$ cat src/rtl/dpram_port_arbiter_pkg.sv
// Shared constants, types and helpers for the dual-port RAM arbiter.
package dpram_arb_pkg;

  localparam int ADDR_W = 3;
  localparam int DATA_W = 16;
  localparam int DEPTH  = 8;

  // Arbiter phases: clear the RAM, let the last clear write settle, then serve.
  typedef enum logic [1:0] {
    INIT  = 2'd0,
    DRAIN = 2'd1,
    RUN   = 2'd2
  } arb_state_t;

  // Registered controls for one RAM port.
  typedef struct packed {
    logic              we;
    logic [ADDR_W-1:0] addr;
    logic [DATA_W-1:0] din;
  } port_ctrl_t;

  // Increment an index and wrap it back to zero at n.
  function automatic int wrap_inc(input int idx, input int n);
    return (idx + 1 >= n) ? 0 : idx + 1;
  endfunction

endpackage

$ cat src/rtl/dpram_port_arbiter_if.sv
// Requester-side bus of the arbiter: requests in, grants and read data out.
interface dpram_port_arbiter_if #(
  parameter int NUM_REQ = 4,
  parameter int ADDR_W  = 3,
  parameter int DATA_W  = 16
);

  logic [NUM_REQ-1:0]        req;
  logic [NUM_REQ-1:0]        req_we;
  logic [NUM_REQ*ADDR_W-1:0] req_addr;
  logic [NUM_REQ*DATA_W-1:0] req_wdata;
  logic [NUM_REQ-1:0]        gnt;
  logic [NUM_REQ-1:0]        rvalid;
  logic [NUM_REQ*DATA_W-1:0] rdata;

  modport master (
    output req, req_we, req_addr, req_wdata,
    input  gnt, rvalid, rdata
  );

  modport slave (
    input  req, req_we, req_addr, req_wdata,
    output gnt, rvalid, rdata
  );

endinterface

$ cat src/rtl/dpram_rr_pick.sv
// Round-robin picker: finds the first and second pending requesters,
// scanning upward from ptr and wrapping around. Purely combinational.
module dpram_rr_pick
  import dpram_arb_pkg::*;
#(
  parameter int NUM_REQ = 4,
  parameter int IDX_W   = $clog2(NUM_REQ)
) (
  input  logic [NUM_REQ-1:0] pending,
  input  logic [IDX_W-1:0]   ptr,
  output logic [IDX_W-1:0]   first_idx,
  output logic               first_vld,
  output logic [IDX_W-1:0]   second_idx,
  output logic               second_vld
);

  int scan_idx;

  // Walk all requesters once from ptr, keeping the first two that are pending.
  always_comb begin
    first_idx  = '0;
    first_vld  = 1'b0;
    second_idx = '0;
    second_vld = 1'b0;
    scan_idx   = int'(ptr);
    for (int off = 0; off < NUM_REQ; off++) begin
      if (pending[scan_idx]) begin
        if (!first_vld) begin
          first_vld = 1'b1;
          first_idx = IDX_W'(scan_idx);
        end else if (!second_vld) begin
          second_vld = 1'b1;
          second_idx = IDX_W'(scan_idx);
        end
      end
      scan_idx = wrap_inc(scan_idx, NUM_REQ);
    end
  end

endmodule

$ cat src/rtl/dpram_port_arbiter.sv
// Arbiter that shares an 8x16 asynchronous dual-port RAM between NUM_REQ
// requesters. After reset it clears every RAM entry, then grants up to two
// requests per cycle (P0 on port A, P1 on port B) in round-robin order,
// holding back P1 when it hits the same address as P0 and either one writes.
// Optional feature macro: DPRAM_ARB_CONFLICT_CNT_EN adds a saturating
// conflict_cnt output counting cycles in which P1 was held back.
module dpram_port_arbiter #(
  parameter int NUM_REQ = 4,
  parameter int ADDR_W  = dpram_arb_pkg::ADDR_W,
  parameter int DATA_W  = dpram_arb_pkg::DATA_W
) (
  input  logic                 clk,
  input  logic                 rst_n,
  dpram_port_arbiter_if.slave  bus,
  output logic                 init_done,
  output logic                 we_a,
  output logic [ADDR_W-1:0]    addr_a,
  output logic [DATA_W-1:0]    din_a,
  input  logic [DATA_W-1:0]    dout_a,
  output logic                 we_b,
  output logic [ADDR_W-1:0]    addr_b,
  output logic [DATA_W-1:0]    din_b,
  input  logic [DATA_W-1:0]    dout_b
`ifdef DPRAM_ARB_CONFLICT_CNT_EN
  ,
  output logic [15:0]          conflict_cnt
`endif
);

  import dpram_arb_pkg::*;

  localparam int IDX_W  = $clog2(NUM_REQ);
  localparam int INIT_W = $clog2(DEPTH / 2);
  localparam logic [INIT_W-1:0] INIT_LAST = INIT_W'(DEPTH / 2 - 1);

  arb_state_t                state_q, state_d;
  logic [INIT_W-1:0]         init_cnt_q, init_cnt_d;
  logic [IDX_W-1:0]          rr_ptr_q, rr_ptr_d;
  port_ctrl_t                port_a_q, port_a_d;
  port_ctrl_t                port_b_q, port_b_d;
  logic                      a_rd_q, a_rd_d;
  logic                      b_rd_q, b_rd_d;
  logic [IDX_W-1:0]          a_idx_q, a_idx_d;
  logic [IDX_W-1:0]          b_idx_q, b_idx_d;
  logic [NUM_REQ-1:0]        rvalid_q, rvalid_d;
  logic [NUM_REQ*DATA_W-1:0] rdata_q, rdata_d;
  logic                      init_done_q, init_done_d;

  logic [NUM_REQ-1:0]        pending;
  logic [IDX_W-1:0]          p0_idx, p1_idx;
  logic                      p0_vld, p1_vld;
  logic                      p0_we, p1_we;
  logic [ADDR_W-1:0]         p0_addr, p1_addr;
  logic [DATA_W-1:0]         p0_wdata, p1_wdata;
  logic                      hazard;
  logic                      grant_b;
  logic [NUM_REQ-1:0]        gnt_vec;

  // Requests are only visible to the scheduler once the RAM has been cleared.
  assign pending = (state_q == RUN) ? bus.req : '0;

  dpram_rr_pick #(
    .NUM_REQ (NUM_REQ),
    .IDX_W   (IDX_W)
  ) u_pick (
    .pending    (pending),
    .ptr        (rr_ptr_q),
    .first_idx  (p0_idx),
    .first_vld  (p0_vld),
    .second_idx (p1_idx),
    .second_vld (p1_vld)
  );

  assign p0_we    = bus.req_we[p0_idx];
  assign p1_we    = bus.req_we[p1_idx];
  assign p0_addr  = bus.req_addr[p0_idx*ADDR_W +: ADDR_W];
  assign p1_addr  = bus.req_addr[p1_idx*ADDR_W +: ADDR_W];
  assign p0_wdata = bus.req_wdata[p0_idx*DATA_W +: DATA_W];
  assign p1_wdata = bus.req_wdata[p1_idx*DATA_W +: DATA_W];

  // Same address with any write involved would race inside the RAM, so P1 waits.
  assign hazard  = p0_vld && p1_vld && (p0_addr == p1_addr) && (p0_we || p1_we);
  assign grant_b = p1_vld && !hazard;

  // Grant pulses follow the scheduler decision in the same cycle.
  always_comb begin
    gnt_vec = '0;
    if (p0_vld) begin
      gnt_vec[p0_idx] = 1'b1;
    end
    if (grant_b) begin
      gnt_vec[p1_idx] = 1'b1;
    end
  end

  // Phase sequencing, RAM port register loading and round-robin pointer advance.
  always_comb begin
    state_d     = state_q;
    init_cnt_d  = init_cnt_q;
    rr_ptr_d    = rr_ptr_q;
    port_a_d    = port_a_q;
    port_b_d    = port_b_q;
    port_a_d.we = 1'b0;
    port_b_d.we = 1'b0;
    a_rd_d      = 1'b0;
    b_rd_d      = 1'b0;
    a_idx_d     = p0_idx;
    b_idx_d     = p1_idx;
    init_done_d = init_done_q;
    case (state_q)
      INIT: begin
        port_a_d.we   = 1'b1;
        port_a_d.addr = {init_cnt_q, 1'b0};
        port_a_d.din  = '0;
        port_b_d.we   = 1'b1;
        port_b_d.addr = {init_cnt_q, 1'b1};
        port_b_d.din  = '0;
        init_cnt_d    = init_cnt_q + 1'b1;
        if (init_cnt_q == INIT_LAST) begin
          state_d = DRAIN;
        end
      end
      DRAIN: begin
        init_done_d = 1'b1;
        state_d     = RUN;
      end
      RUN: begin
        if (p0_vld) begin
          port_a_d.we   = p0_we;
          port_a_d.addr = p0_addr;
          port_a_d.din  = p0_wdata;
          a_rd_d        = !p0_we;
        end
        if (grant_b) begin
          port_b_d.we   = p1_we;
          port_b_d.addr = p1_addr;
          port_b_d.din  = p1_wdata;
          b_rd_d        = !p1_we;
        end
        if (grant_b) begin
          rr_ptr_d = IDX_W'(wrap_inc(int'(p1_idx), NUM_REQ));
        end else if (p0_vld) begin
          rr_ptr_d = IDX_W'(wrap_inc(int'(p0_idx), NUM_REQ));
        end
      end
      default: begin
        state_d = INIT;
      end
    endcase
  end

  // Capture RAM read data one cycle after the port registers were loaded.
  always_comb begin
    rvalid_d = '0;
    rdata_d  = rdata_q;
    if (a_rd_q) begin
      rvalid_d[a_idx_q]                  = 1'b1;
      rdata_d[a_idx_q*DATA_W +: DATA_W]  = dout_a;
    end
    if (b_rd_q) begin
      rvalid_d[b_idx_q]                  = 1'b1;
      rdata_d[b_idx_q*DATA_W +: DATA_W]  = dout_b;
    end
  end

  // State registers; reset drops any in-flight read and restarts the clear.
  always_ff @(posedge clk or negedge rst_n) begin
    if (!rst_n) begin
      state_q     <= INIT;
      init_cnt_q  <= '0;
      rr_ptr_q    <= '0;
      port_a_q    <= '0;
      port_b_q    <= '0;
      a_rd_q      <= 1'b0;
      b_rd_q      <= 1'b0;
      a_idx_q     <= '0;
      b_idx_q     <= '0;
      rvalid_q    <= '0;
      rdata_q     <= '0;
      init_done_q <= 1'b0;
    end else begin
      state_q     <= state_d;
      init_cnt_q  <= init_cnt_d;
      rr_ptr_q    <= rr_ptr_d;
      port_a_q    <= port_a_d;
      port_b_q    <= port_b_d;
      a_rd_q      <= a_rd_d;
      b_rd_q      <= b_rd_d;
      a_idx_q     <= a_idx_d;
      b_idx_q     <= b_idx_d;
      rvalid_q    <= rvalid_d;
      rdata_q     <= rdata_d;
      init_done_q <= init_done_d;
    end
  end

`ifdef DPRAM_ARB_CONFLICT_CNT_EN
  logic [15:0] conflict_cnt_q, conflict_cnt_d;

  // Count cycles where P1 was held back by the address hazard, saturating.
  always_comb begin
    conflict_cnt_d = conflict_cnt_q;
    if (hazard && (conflict_cnt_q != 16'hFFFF)) begin
      conflict_cnt_d = conflict_cnt_q + 16'd1;
    end
  end

  // Conflict counter register.
  always_ff @(posedge clk or negedge rst_n) begin
    if (!rst_n) begin
      conflict_cnt_q <= '0;
    end else begin
      conflict_cnt_q <= conflict_cnt_d;
    end
  end

  assign conflict_cnt = conflict_cnt_q;
`endif

  assign bus.gnt    = gnt_vec;
  assign bus.rvalid = rvalid_q;
  assign bus.rdata  = rdata_q;
  assign init_done  = init_done_q;
  assign we_a       = port_a_q.we;
  assign addr_a     = port_a_q.addr;
  assign din_a      = port_a_q.din;
  assign we_b       = port_b_q.we;
  assign addr_b     = port_b_q.addr;
  assign din_b      = port_b_q.din;

endmodule
$ cat src/flat_wrapper.sv
// flat-port wrapper written by rule: the top's interface ports become plain ports
module dpram_port_arbiter_flat import dpram_arb_pkg::*;
#(
  parameter int NUM_REQ = 4,
  parameter int ADDR_W  = dpram_arb_pkg::ADDR_W,
  parameter int DATA_W  = dpram_arb_pkg::DATA_W
)
  (clk, rst_n, init_done, we_a, addr_a, din_a, dout_a, we_b, addr_b, din_b, dout_b, bus_req, bus_req_we, bus_req_addr, bus_req_wdata, bus_gnt, bus_rvalid, bus_rdata);
  dpram_port_arbiter_if #(.NUM_REQ(NUM_REQ), .ADDR_W(ADDR_W), .DATA_W(DATA_W)) bus_i ();
  input  logic clk;
  input  logic rst_n;
  output logic init_done;
  output logic we_a;
  output logic [ADDR_W-1:0] addr_a;
  output logic [DATA_W-1:0] din_a;
  input  logic [DATA_W-1:0] dout_a;
  output logic we_b;
  output logic [ADDR_W-1:0] addr_b;
  output logic [DATA_W-1:0] din_b;
  input  logic [DATA_W-1:0] dout_b;
  input wire logic [$bits(bus_i.req)-1:0] bus_req;
  input wire logic [$bits(bus_i.req_we)-1:0] bus_req_we;
  input wire logic [$bits(bus_i.req_addr)-1:0] bus_req_addr;
  input wire logic [$bits(bus_i.req_wdata)-1:0] bus_req_wdata;
  output wire logic [$bits(bus_i.gnt)-1:0] bus_gnt;
  output wire logic [$bits(bus_i.rvalid)-1:0] bus_rvalid;
  output wire logic [$bits(bus_i.rdata)-1:0] bus_rdata;
  assign bus_i.req = bus_req;
  assign bus_i.req_we = bus_req_we;
  assign bus_i.req_addr = bus_req_addr;
  assign bus_i.req_wdata = bus_req_wdata;
  assign bus_gnt = bus_i.gnt;
  assign bus_rvalid = bus_i.rvalid;
  assign bus_rdata = bus_i.rdata;
  dpram_port_arbiter #(.NUM_REQ(NUM_REQ), .ADDR_W(ADDR_W), .DATA_W(DATA_W)) u_core (.clk(clk), .rst_n(rst_n), .bus(bus_i), .init_done(init_done), .we_a(we_a), .addr_a(addr_a), .din_a(din_a), .dout_a(dout_a), .we_b(we_b), .addr_b(addr_b), .din_b(din_b), .dout_b(dout_b));
endmodule
$ cat config.mk
export PLATFORM = sky130hd
export DESIGN_NAME = dpram_port_arbiter_flat
export DESIGN_NICKNAME = d
export VERILOG_FILES = /design/src/rtl/dpram_port_arbiter_pkg.sv /design/src/rtl/dpram_port_arbiter_if.sv /design/src/rtl/dpram_rr_pick.sv /design/src/rtl/dpram_port_arbiter.sv /design/src/flat_wrapper.sv
export SDC_FILE = /design/constraint.sdc
export NUM_CORES = 1
export LEC_CHECK = 0
export CORE_MARGIN = 5
export CORE_UTILIZATION = 45
export CTS_BUF_LIST = sky130_fd_sc_hd__clkbuf_4 sky130_fd_sc_hd__clkbuf_8 sky130_fd_sc_hd__clkbuf_16
export DETAILED_ROUTE_END_ITERATION = 8
export PLACE_DENSITY_LB_ADDON = 0.2
export SYNTH_ARGS = -nofsm -noshare
export SYNTH_HDL_FRONTEND = slang
export SYNTH_HIERARCHICAL = 1
export SYNTH_SLANG_ARGS = --single-unit
$ cat constraint.sdc
create_clock -name clk -period 5.4 [get_ports clk]
set_clock_uncertainty 0.15 [all_clocks]
set_input_delay 0.54 -clock clk [delete_from_list [all_inputs] [get_ports clk]]
set_output_delay 0.54 -clock clk [all_outputs]
set_load 0.05 [all_outputs]
==> impl_results.md <==
* Clk_lat worst skew at 410 ps
* Setup-failing EPs final at 0
* IO Port Bufs at 230
* Cts bufs inserted at 17
* Die W at 136 um
* Slew @ Worst Pin at 938 ps
* Netlist cell types at 53
* H-tree Lvls at 4
* Setup TNS at 0 ps
* Vias in the first global route at 7173
* EDFF count, synth at 0
* Post-route setup slack at 36.0 ps
* Diode count at 0
* Worst hold path type: primary input to asynchronous set/reset pin
* Pins over their slew limit at 0
* Crit path buf inv count at 3
* Core region area at 0.0157 mm2
* CP Class: flip-flop to primary output
* Longest Clk Path Bufs at 2
* CP peak stage delay at 520 ps
* Initial Util at around 45%
* Synthesized flop and latch total at 121
* Detail Route Antenna Nets at 0
* Pre-CTS WS at between 200 and 300 ps
* Root buffer cell: clkbuf_16
* RSZ-0062 raised after global routing: true
* MaxCap Viol Count at 0
* Largest net degree at the start of global routing at 73
* Ys flop type: dfrtp_1
* CP Cell Sequence: ha_1, nor2_4, fa_1, or2_4, mux2_4, o41ai_2, a211o_2, buf_4, mux4_2, xor2_1, o41ai_4, clkbuf_16, o21ai_1, buf_4
* First-pass GRT wire length at 37700 um
* Synth Warn # at 6
* Router iterations before antenna repair at 5
* Initial antenna violation count at 0
* CP max-delay cell: mux4_2
* Top cell by count, worst path: buf_4
* Avg Inst Size Synth at 10.1 um2
* Area delta synth->final at 45.8%
* Hold_buf cts at 0
* Asr flop ratio synth at 100%
* CTS tree: built
* Slew headroom at ~37%
* WL per Instance at 21.0 um
* DRT Wirelength at 24300 um
* DR DRC count at 0
* Vias per cell at 5.93
* Fmax at 186 MHz
* Mapped Cells at about 700
* # rows at between 40 and 50
* Worst-path clk slew at 60 ps
* Status: complete, no violations
* Cell family with most CP delay: compound AO/OA/AOI/OAI gates
* CP max FO at 8
* Via Count at roughly 7000
* Part of the cycle the worst path needs at 99.3%
* Layout Utilization at 66.0%
* Startpoint types: flip-flop
* Die ar. at between 0.015 and 0.02 mm2
* Tmin final at between 5000 and 6000 ps
* Layout cells sized above 1 at between 10 and 15%
* Gpl congestion at slightly below 0.9
* Die H at roughly 140 um
* Sequential share of the synthesized area at between 40% and 50%
* DR iter-0 viols at 535
* Dpl hpwl at 17400 um
* # clock sinks at between 100 and 150
* Arr. time, crit path at 4670 ps
* Hold Vio Cnt, Final at 0
* Cell Area, Synth at 0.00711 mm2
* I/O pin total at 231
* GRT Resource Usage Total at 26.3%
* Gr ovfl total at 0
* Syn_nets at 847
* Critical Path RT at 4710 ps
* Worst Setup End Kind: primary output
* Final net count at 1069
==> per-stage QoR <==
| step | instances | cell area (um2) | hold slack [ps] |
|---|---|---|---|
| after floorplan | 704 | 7110 | 94.4 |
| after global placement | 1114 | 9600 | 334 |
| after detailed placement | 1114 | 9600 | 334 |
| after CTS | 1146 | 10200 | 141 |
| after global routing | 1155 | 10400 | 179 |
| final | 1155 | 10400 | 109 |
==> placed cells by master, fill, tap and decap left out, drive strengths merged, types with 5 or more instances in the layout <==
master / n
nand2: 158
buf: 33
and2: 11
clkbuf: 23
nand3: 36
mux4: 43
o211ai: 18
clkdlybuf4s50: 225
a22oi: 67
mux2i: 5
ha: 24
o21ai: 72
dfrtp: 121
nor3: 9
nor2: 13
mux2: 5
inv: 20
==> cell families (layout without fill, tap and decap cells) <==
family / count (synthesis) / in the layout / synth area share [%]
AOI/OAI and AO/OA: 176 / 176 / 16.7
xor gates and xnor gates: 5 / 5 / 0.616
adders and majority gates: 26 / 26 / 4.64
buffers and inverters: 76 / 311 / 5.01
DFF: 121 / 121 / 42.6
muxes: 53 / 53 / 15.2
and+or+nand+nor: 247 / 247 / 15.3
==> sequential cells by signal (all words and copies together) (netlist names) <==
name and flops:
u_core/a_idx_q 2, u_core/we_a 1, u_core/din_b 16, u_core/state_q 2
u_core/addr_b 3, u_core/init_cnt_q 2, u_core/init_done 1, u_core/b_rd_q 1
u_core/b_idx_q 2, u_core/rr_ptr_q 2, u_core/bus.rdata 64, u_core/bus.rvalid 4
u_core/we_b 1, u_core/din_a 16, u_core/a_rd_q 1, u_core/addr_a 3
==> cell usage after synthesis, types with 6 or more instances <==
master / instances / area, um2
a22oi_1: 66 / 495
and2_1: 10 / 62.6
buf_2: 12 / 60.1
buf_6: 6 / 67.6
clkbuf_1: 33 / 124
dfrtp_1: 121 / 3030
ha_1: 24 / 300
inv_1: 19 / 71.3
mux4_2: 42 / 946
nand2_1: 158 / 593
nand3_1: 36 / 180
nor2_1: 13 / 48.8
nor3_1: 9 / 45.0
o211ai_1: 18 / 135
o21ai_0: 70 / 350
==> layout make-up <==
class,count,area (um2)
multi-input cells,507,3790
clock inverters,11,168
well taps,216,270
flip-flops and latches,121,3030
inverters,19,71.3
clock buffers,21,474
repair buffers,260,2570
fillers,1210,5340
==> metal layers <==
metal  up-vias  GRT usage (%)  part of all wire [%]
li1       3022              -                     -
met1      3344           31.9                    37
met2       415           43.8                    49
met3        66           8.14                    11
met4         0           10.8                   3.2
met5         -              0                     0
==> repair_timing <==
action                     in CTS  in global routing
resized for setup               2                 10
pin swaps                       0                  5
cloned                          0                  2
buffers inserted                0                  7
setup endpoints to repair       4                  4
==> worst paths after layout <==
path                                                     start                        endpoint  slack [ps]  depth (start not counted)
min in group clk                  u_core/addr_a[0]$_DFFE_PN0P_    u_core/addr_a[0]$_DFFE_PN0P_         350                          2
worst max register to register  u_core/rr_ptr_q[0]$_DFFE_PN0P_    u_core/addr_b[2]$_DFFE_PN0P_         650                         14
worst min-delay path                                     rst_n  u_core/bus.rdata[44]$_DFF_PN0_         110                          1
worst min register to register    u_core/addr_a[0]$_DFFE_PN0P_    u_core/addr_a[0]$_DFFE_PN0P_         350                          2
worst max-delay path            u_core/rr_ptr_q[0]$_DFFE_PN0P_                      bus_gnt[3]          40                         14
max in group asynchronous                                rst_n  u_core/bus.rdata[43]$_DFF_PN0_        3740                          2
Power is not shown: default switching activity piles up to over one toggle a cycle in this logic, so the estimate is an artifact.
